--- config.mk ---
export PLATFORM = sky130hd
export DESIGN_NAME = mem_port_arbiter
export DESIGN_NICKNAME = d
export VERILOG_FILES = /design/src/rtl/mem_arb_pkg.sv /design/src/rtl/scan_addr_gen.sv /design/src/rtl/mem_port_arbiter.sv
export SDC_FILE = /design/constraint.sdc
export NUM_CORES = 1
export LEC_CHECK = 0
export BUFFER_PORTS_ARGS = -buffer_cell sky130_fd_sc_hd__buf_2
export CORE_UTILIZATION = 27
export DETAILED_ROUTE_END_ITERATION = 16
export PLACE_DENSITY = 0.45
export SETUP_SLACK_MARGIN = 0.4
export SLEW_MARGIN = 5
export SYNTH_ARGS = -nofsm -noshare
export SYNTH_HDL_FRONTEND = slang
export SYNTH_HIERARCHICAL = 1
export SYNTH_SLANG_ARGS = --single-unit
--- constraint.sdc ---
create_clock -name clk -period 7 [get_ports clk]
set_input_delay 0.7 -clock clk [delete_from_list [all_inputs] [get_ports clk]]
set_output_delay 0.7 -clock clk [all_outputs]
set_load 0.02 [all_outputs]
--- src/rtl/mem_arb_pkg.sv ---
// Shared constants and types for the memory-port arbiter and its scan address generator.
package mem_arb_pkg;

  localparam logic [18:0] IMG_BASE  = 19'h10000;
  localparam int          IMG_W     = 256;
  localparam int          Q_DIM     = 128;
  localparam int          FRAME_PIX = Q_DIM * Q_DIM;

  typedef enum logic {
    IDLE = 1'b0,
    SCAN = 1'b1
  } scan_state_t;

  function automatic logic is_one_hot4(input logic [3:0] v);
    return (v == 4'b0001) || (v == 4'b0010) || (v == 4'b0100) || (v == 4'b1000);
  endfunction

endpackage

--- src/rtl/scan_addr_gen.sv ---
// Quadrant scan address generator: x/y counters plus the latched quadrant offset.
module scan_addr_gen
  import mem_arb_pkg::*;
(
  input  logic        clk,
  input  logic        reset,
  input  logic        start,
  input  logic        xoff_sel,
  input  logic        yoff_sel,
  input  logic        advance,
  output logic [18:0] addr,
  output logic        all_issued
);

  logic [6:0] x;
  logic [6:0] y;
  logic       xoff_hi;
  logic       yoff_hi;
  logic [18:0] col;
  logic [18:0] row;

  always_ff @(posedge clk or posedge reset) begin
    if (reset) begin
      x          <= 7'd0;
      y          <= 7'd0;
      xoff_hi    <= 1'b0;
      yoff_hi    <= 1'b0;
      all_issued <= 1'b0;
    end else if (start) begin
      x          <= 7'd0;
      y          <= 7'd0;
      xoff_hi    <= xoff_sel;
      yoff_hi    <= yoff_sel;
      all_issued <= 1'b0;
    end else if (advance && !all_issued) begin
      x <= x + 7'd1;
      if (x == 7'd127) begin
        y <= y + 7'd1;
        if (y == 7'd127) begin
          all_issued <= 1'b1;
        end
      end
    end
  end

  // Offsets of 128 are just the top counter bit; the sum wraps at 2^19.
  always_comb begin
    col  = {11'd0, xoff_hi, x};
    row  = {11'd0, yoff_hi, y};
    addr = IMG_BASE + (row * 19'(IMG_W)) + col;
  end

endmodule

--- src/rtl/mem_port_arbiter.sv ---
// Single-port RAM arbiter between the CPU MEM stage and a quadrant display scanner.
module mem_port_arbiter
  import mem_arb_pkg::*;
(
  input  logic        clk,
  input  logic        reset,
  input  logic        cpu_req,
  input  logic        cpu_we,
  input  logic [18:0] cpu_addr,
  input  logic [18:0] cpu_wdata,
  output logic [18:0] cpu_rdata,
  output logic        cpu_stall,
  input  logic        disp_start,
  input  logic [3:0]  cuadrante,
  input  logic        pix_ready,
  output logic [7:0]  pixel,
  output logic        pix_valid,
  output logic        scan_busy,
  output logic        frame_done,
  output logic [18:0] ram_addr,
  output logic        ram_we,
  output logic [18:0] ram_wdata,
  input  logic [18:0] ram_rdata
);

  scan_state_t state;
  logic        rr_cpu_last;
  logic        rd_pending;
  logic        skid_valid;
  logic [7:0]  skid_data;
  logic [13:0] pix_cnt;
  logic        cpu_rd_pending;
  logic [18:0] cpu_rdata_hold;
  logic [18:0] scan_addr;
  logic        all_issued;
  logic        start_ok;
  logic        pix_free;
  logic        disp_req;
  logic        cpu_grant;
  logic        disp_grant;
  logic        handshake;
  logic        last_pixel;

  assign start_ok   = (state == IDLE) && disp_start && is_one_hot4(cuadrante);
  assign pix_free   = !pix_valid || pix_ready;
  assign handshake  = pix_valid && pix_ready;
  assign last_pixel = handshake && (pix_cnt == 14'(FRAME_PIX - 1));
  // The skid slot catches a read already in flight when backpressure appears.
  assign disp_req   = (state == SCAN) && !all_issued && pix_free && !skid_valid;
  assign cpu_grant  = cpu_req && (!disp_req || !rr_cpu_last);
  assign disp_grant = disp_req && !cpu_grant;
  assign cpu_stall  = cpu_req && !cpu_grant;
  assign cpu_rdata  = cpu_rd_pending ? ram_rdata : cpu_rdata_hold;

  scan_addr_gen u_addr_gen (
    .clk        (clk),
    .reset      (reset),
    .start      (start_ok),
    .xoff_sel   (cuadrante[1] | cuadrante[3]),
    .yoff_sel   (cuadrante[2] | cuadrante[3]),
    .advance    (disp_grant),
    .addr       (scan_addr),
    .all_issued (all_issued)
  );

  always_comb begin
    ram_addr  = 19'd0;
    ram_we    = 1'b0;
    ram_wdata = 19'd0;
    if (!reset && cpu_grant) begin
      ram_addr  = cpu_addr;
      ram_we    = cpu_we;
      ram_wdata = cpu_wdata;
    end else if (!reset && disp_grant) begin
      ram_addr = scan_addr;
    end else begin
      ram_addr = 19'd0;
    end
  end

  always_ff @(posedge clk or posedge reset) begin
    if (reset) begin
      state      <= IDLE;
      scan_busy  <= 1'b0;
      frame_done <= 1'b0;
      pix_cnt    <= 14'd0;
    end else begin
      frame_done <= 1'b0;
      case (state)
        IDLE: begin
          if (start_ok) begin
            state     <= SCAN;
            scan_busy <= 1'b1;
            pix_cnt   <= 14'd0;
          end
        end
        SCAN: begin
          if (handshake) begin
            pix_cnt <= pix_cnt + 14'd1;
          end
          if (last_pixel) begin
            state      <= IDLE;
            scan_busy  <= 1'b0;
            frame_done <= 1'b1;
          end
        end
        default: begin
          state     <= IDLE;
          scan_busy <= 1'b0;
        end
      endcase
    end
  end

  always_ff @(posedge clk or posedge reset) begin
    if (reset) begin
      rr_cpu_last    <= 1'b0;
      cpu_rd_pending <= 1'b0;
      cpu_rdata_hold <= 19'd0;
    end else begin
      if (cpu_req && disp_req) begin
        rr_cpu_last <= cpu_grant;
      end
      cpu_rd_pending <= cpu_grant && !cpu_we;
      if (cpu_rd_pending) begin
        cpu_rdata_hold <= ram_rdata;
      end
    end
  end

  // Read data lands one cycle after the grant, into the output or the skid slot.
  always_ff @(posedge clk or posedge reset) begin
    if (reset) begin
      rd_pending <= 1'b0;
      pixel      <= 8'd0;
      pix_valid  <= 1'b0;
      skid_valid <= 1'b0;
      skid_data  <= 8'd0;
    end else begin
      rd_pending <= disp_grant;
      if (rd_pending) begin
        if (pix_free) begin
          pix_valid <= 1'b1;
          if (skid_valid) begin
            pixel     <= skid_data;
            skid_data <= ram_rdata[7:0];
          end else begin
            pixel <= ram_rdata[7:0];
          end
        end else begin
          skid_data  <= ram_rdata[7:0];
          skid_valid <= 1'b1;
        end
      end else if (pix_free) begin
        if (skid_valid) begin
          pixel      <= skid_data;
          pix_valid  <= 1'b1;
          skid_valid <= 1'b0;
        end else begin
          pix_valid <= 1'b0;
        end
      end
    end
  end

endmodule

### Yosys cells after proc, flatten, opt, wreduce, memory -nomap -nowiden

Cells that the tools add are included.

* output and inout port bits: 70
* input bits: 67
* bits in registers: 74
* word-level logic and storage cells: 116

* bitwise logic cells: 3
* equality and inequality tests: 12
* add/sub/neg operators: 5
* muxes and demuxes: 39
* reductions and logical operators: 40

Operators with widths (count)
* 19-bit 2-to-1 mux: 4
* 8-bit 2-to-1 mux: 7
* 7-bit 2-to-1 mux: 5
* 14-bit 2-to-1 mux: 2
* 14-bit one-hot mux with 2 select lines: 1
* 19-bit by 8-bit adder with 19-bit output: 1
* 17-bit by 16-bit adder with 18-bit output, first input constant: 1
* 1-bit 2-to-1 mux: 18
* 1-bit logical AND: 15
* 14-bit by 1-bit adder with 14-bit output, second input constant: 1
* 7-bit by 1-bit adder with 7-bit output, second input constant: 2
* 14-bit equality test, second input constant: 1
* 7-bit equality test, second input constant: 2
* 2-bit AND reduction: 6
* 2-bit nonzero test: 5
* 1-bit logical NOT: 8
* 2-bit inequality test, second input constant: 3
* 1-bit logical OR: 5
* 4-bit by 1-bit equality test with 1-bit output, second input constant: 1
* 4-bit by 2-bit equality test with 1-bit output, second input constant: 1
* 4-bit by 3-bit equality test with 1-bit output, second input constant: 1
* 4-bit equality test, second input constant: 1
* 2-bit by 1-bit inequality test with 1-bit output, second input constant: 2
* 1-bit one-hot mux with 2 select lines: 2
* 3 further kinds: 4

### Depth between registers and ports, before layout

* word-level depth: 12
* mapped depth: 7
* mapped depth without buffers: 5

### Cells and area by module

Netlist, hierarchy kept.

By module, submodules not included
* mem_port_arbiter: instances 1, area an instance 2950.3 µm², cells an instance 277, sequential area each 1426.4 µm²
* scan_addr_gen: instances 1, area an instance 929.6 µm², cells an instance 91, sequential area each 425.4 µm²

### Worst setup path after synthesis

No wires, ideal clock.

* path type: input-to-output
* from: in reset
* to: out ram_wdata[10]
* slack: 3.228 ns
* buffers on the path: 1
* arrival: 3.072 ns
* data required time: 6.300 ns
* stages: 3
* cells stage by stage: inv_1 > clkbuf_1 > and3_1

* word-level cells in the longest chain between the ends: 3

RTL lines
* from (decl): line mem_port_arbiter.sv:6 `input logic reset,`
* 1-bit logical NOT (no line)
* 1-bit logical AND: line mem_port_arbiter.sv:70 `if (!reset && cpu_grant) begin`
* 19-bit 2-to-1 mux: line mem_port_arbiter.sv:70
* to (decl): line mem_port_arbiter.sv:22 `output logic [18:0] ram_wdata,`

Every way passes these cells.

### Worst setup path in the final report

* from: reg pix_valid
* to: out ram_addr[7]

* word-level cells in the longest chain between the ends: 12
* elaborated cells between the ends (all ways): 13
* those cells by class: mux: 2; reduce/logical: 11

RTL lines
* from (decl): line mem_port_arbiter.sv:17 `output logic pix_valid,`
* from (signal assigned): line mem_port_arbiter.sv:136 `pix_valid <= 1'b0;`
* from (signal assigned): line mem_port_arbiter.sv:143 `pix_valid <= 1'b1;`
* from (signal assigned): line mem_port_arbiter.sv:157 `pix_valid <= 1'b1;`
* 1-bit logical NOT *: line mem_port_arbiter.sv:45 `assign pix_free = !pix_valid || pix_ready;`
* 1-bit logical OR *: line mem_port_arbiter.sv:45
* 1-bit logical AND * (2 in series): line mem_port_arbiter.sv:49 `assign disp_req = (state == SCAN) && !all_issued && pix_free && !skid_valid;`
* 1-bit logical NOT: line mem_port_arbiter.sv:50 `assign cpu_grant = cpu_req && (!disp_req || !rr_cpu_last);`
* 1-bit logical OR: line mem_port_arbiter.sv:50
* 1-bit logical AND: line mem_port_arbiter.sv:50
* 1-bit logical NOT: line mem_port_arbiter.sv:51 `assign disp_grant = disp_req && !cpu_grant;`
* 1-bit logical AND: line mem_port_arbiter.sv:51
* 1-bit logical AND: line mem_port_arbiter.sv:74 `end else if (!reset && disp_grant) begin`
* 19-bit 2-to-1 mux: line mem_port_arbiter.sv:74
* 19-bit 2-to-1 mux *: line mem_port_arbiter.sv:70
* to (decl): line mem_port_arbiter.sv:20 `output logic [18:0] ram_addr,`

Mark *: on every way between the ends. The rest lies on a longest branch, timed or not.

==> impl_metrics.py <==
metrics = {
    "run_status": {
        "status": "complete, no violations",
    },
    "power_and_ir_drop": {
        "p_leak_nw": 2.473,
        "switchingPower_w": 0.0002838,
        "switching_share": 0.2629,
        "internal_power_w": 0.0007957,
        "sequentialPowerShare": 0.423,
        "power.density_nw_per_um2": 217.3,
        "clkPwrFrac": 0.445,
        "vdd_ir_drop_max_mv": 0.1090,
        "comb_power_share": 0.131,
    },
    "synth": {
        "syn-cell-area_um2": 3880,
        "synth_ff_type": "dfrtp_1",
        "ys_ff_latch": 74,
        "async_reset_ff_frac": 1.000,
        "synth_area_per_cell_um2": 10.54,
        "seq_area_frac_synth": 0.4773,
        "synth-edff-count": 0,
        "post_synth_num_cell_types": 49,
        "syn_inst": 368,
        "yosysWarnings": 6,
    },
    "clock_network": {
        "cts_tree": "built",
        "htreeDepth": 3,
        "cts_buffers": 9,
        "clk_pin_slew_ps": 60,
        "postCtsSetupBuffers": 0,
        "insertion_delay_ps": 340,
        "ctsHoldBuffers": 0,
        "clockBufferDepth": 2,
        "cts-resized-gates": 0,
        "cts-root-buf": "clkbuf_16",
        "clock_sinks": 74,
    },
    "sta": {
        "layout_min_cycle_time_ps": 3084,
        "hold_viol": 0,
        "tightest_slew_ps": 941.2,
        "fmax_mhz": 324.2,
        "min_period_over_period": 0.4406,
        "tns_ps": 0,
        "setup_viol": 0,
        "slew_headroom": 0.3713,
        "fin_worst_hold_slack_ps": 477.6,
        "maxSlewViolCount": 0,
        "finClkSkew_ps": 6.224,
        "rsz0062_at_grt": "no",
    },
    "worst_setup_path": {
        "critPathCapture": "ram_addr[7]",
        "arrival_ps": 2380,
        "path_class": "reg -> out",
        "crit_path_end_kind": "primary output",
        "required_ps": 6300,
        "cp_max_fo": 40,
        "reg2reg_slack_ps": 4390,
        "r2r_end": "u_addr_gen/y[3]",
        "crit_start": "pix_valid",
        "r2r_start": "pix_valid",
        "rr_worst_depth": 6,
        "startpoint_type": "flip-flop",
    },
    "cells_and_area": {
        "layout_common_cells": "136 x buf_2, 74 x dfrtp_1, 39 x nor2_1",
        "area_delta_synth_final_pct": 28.02,
        "finalNetCount": 564,
        "n_antenna_cell": 0,
        "drive_above_1_share": 0.4329,
        "finalNonFillerCells": 679,
        "final_common_cell": "buf_2",
    },
    "global_routing": {
        "antenna_found_initial": 0,
        "overflow": 0,
        "gr-usage-all-layers": 0.1280,
        "grt_max_degree": 58,
        "grt_pass1_vias": 2930,
        "grt_pass1_wl_um": 14580,
    },
    "route": {
        "vias_per_cell": 4.554,
        "drt_iter0_markers": 108,
        "drc": 0,
        "drtPass1Iterations": 4,
        "totalWireLength_um": 9365,
        "vias": 3092,
        "routedWlPerCell_um": 13.79,
        "ant_nets": 0,
    },
    "floorplan": {
        "initial_core_util": 0.2784,
        "fp.dieH_um": 121.9,
        "fp-row-count": 43,
        "core_um2": 13930,
        "die_w_um": 121.9,
        "die_area_um2": 14850,
        "pin_count": 137,
    },
    "placed_design": {
        "dp_hpwl_um": 6666,
        "place.gp.congestion": 0.7334,
        "port_buffers": 136,
        "dp.cells": 663,
    },
    "job": {
        "max-cap-violations": 0,
    },
    "min_path": {
        "hp-class": "reg -> reg",
    },
}
## state kept, by name (all words and copies together), names as in the netlist, 7 cells and up
register and cells:
pix_cnt 14, u_addr_gen/y 7, cpu_rdata_hold 19, skid_data 8, pixel 8, u_addr_gen/x 7
## kinds of logic (layout without fill, tap and decap cells)
| group | count (synthesis) | count (layout) | share of synthesized area |
|---|---|---|---|
| buffers and inverters | 36 | 166 | 0.05095 |
| other | 2 | 3 | 0.001936 |
| xor gates and xnor gates | 15 | 15 | 0.03386 |
| AOI/OAI and AO/OA | 53 | 53 | 0.1106 |
| DFF | 74 | 74 | 0.4773 |
| adders and majority gates | 4 | 4 | 0.01226 |
| muxes | 42 | 42 | 0.1187 |
| and+or+nand+nor | 142 | 142 | 0.1945 |
## how the worst min path moves through the flow
stage / from / to / slack, ps / depth (start not counted)
3_3_place_gp: rr_cpu_last / rr_cpu_last / 460 / 1
4_1_cts: rr_cpu_last / rr_cpu_last / 480 / 1
5_1_grt: cpu_we / cpu_rd_pending / 500 / 2
2_1_floorplan: rr_cpu_last / rr_cpu_last / 450 / 1
3_5_place_dp: rr_cpu_last / rr_cpu_last / 460 / 1
6_report: rr_cpu_last / rr_cpu_last / 480 / 1
## power by group through the flow
stage / clock [W] / combinational, W / sequential, W
2_1_floorplan: 0 / 0.0000897 / 0.000464
3_3_place_gp: 0 / 0.000142 / 0.000464
3_5_place_dp: 0 / 0.000144 / 0.000465
4_1_cts: 0.000501 / 0.000144 / 0.000457
5_1_grt: 0.000519 / 0.000156 / 0.000460
6_report: 0.000481 / 0.000142 / 0.000457
## cells in the mapped netlist, types with 7 or more instances
library cell  number  area (µm²)
nor4_1             8       50.05
mux2i_1           10       100.1
nand2_1           24       90.09
xnor2_1           14       122.6
a22oi_2           12       150.1
a22oi_1            7       52.55
nor2_1            39       146.4
inv_1             11       41.29
nor3_1             9       45.04
dfrtp_1           74        1852
mux2_2            32       360.4
a21oi_1            8       40.04
and3_1            20       125.1
o21ai_0           14       70.07
## worst max-delay path, cell delays in order (launching register included)
cell and delay [ps]:
dfrtp_1 450, nor2b_1 550, o41a_1 220, buf_4 370, a22oi_1 160, nor2_1 110
buf_2 170
## per-stage QoR
| stage | utilization | cell area, µm² | total power (W) | setup slack [ps] |
|---|---|---|---|---|
| floorplan | - | 3884 | 0.0005536 | 3228 |
| global placement | 0.3341 | 4656 | 0.0006066 | 4006 |
| detailed placement | 0.3341 | 4656 | 0.0006095 | 3917 |
| CTS | 0.3565 | 4967 | 0.001102 | 3874 |
| global route | 0.3565 | 4967 | 0.001134 | 3677 |
| finish | 0.3565 | 4967 | 0.001080 | 3916 |
## final cells by class
cell class | count | area (µm²)
clock inverters | 6 | 72.57
inverters | 11 | 41.29
flip-flops and latches | 74 | 1852
fillers | 1429 | 8967
clock buffers | 10 | 239.0
well taps | 180 | 225.2
repair buffers | 139 | 703.2
multi-input cells | 259 | 1834
## metal layers
metal	track usage	routed length, µm
met2	0.2030	4320
met4	0.04475	101
met3	0.04541	497
met5	0	0
met1	0.1600	4447
No activity file was read; power rests on OpenSTA's default activity.
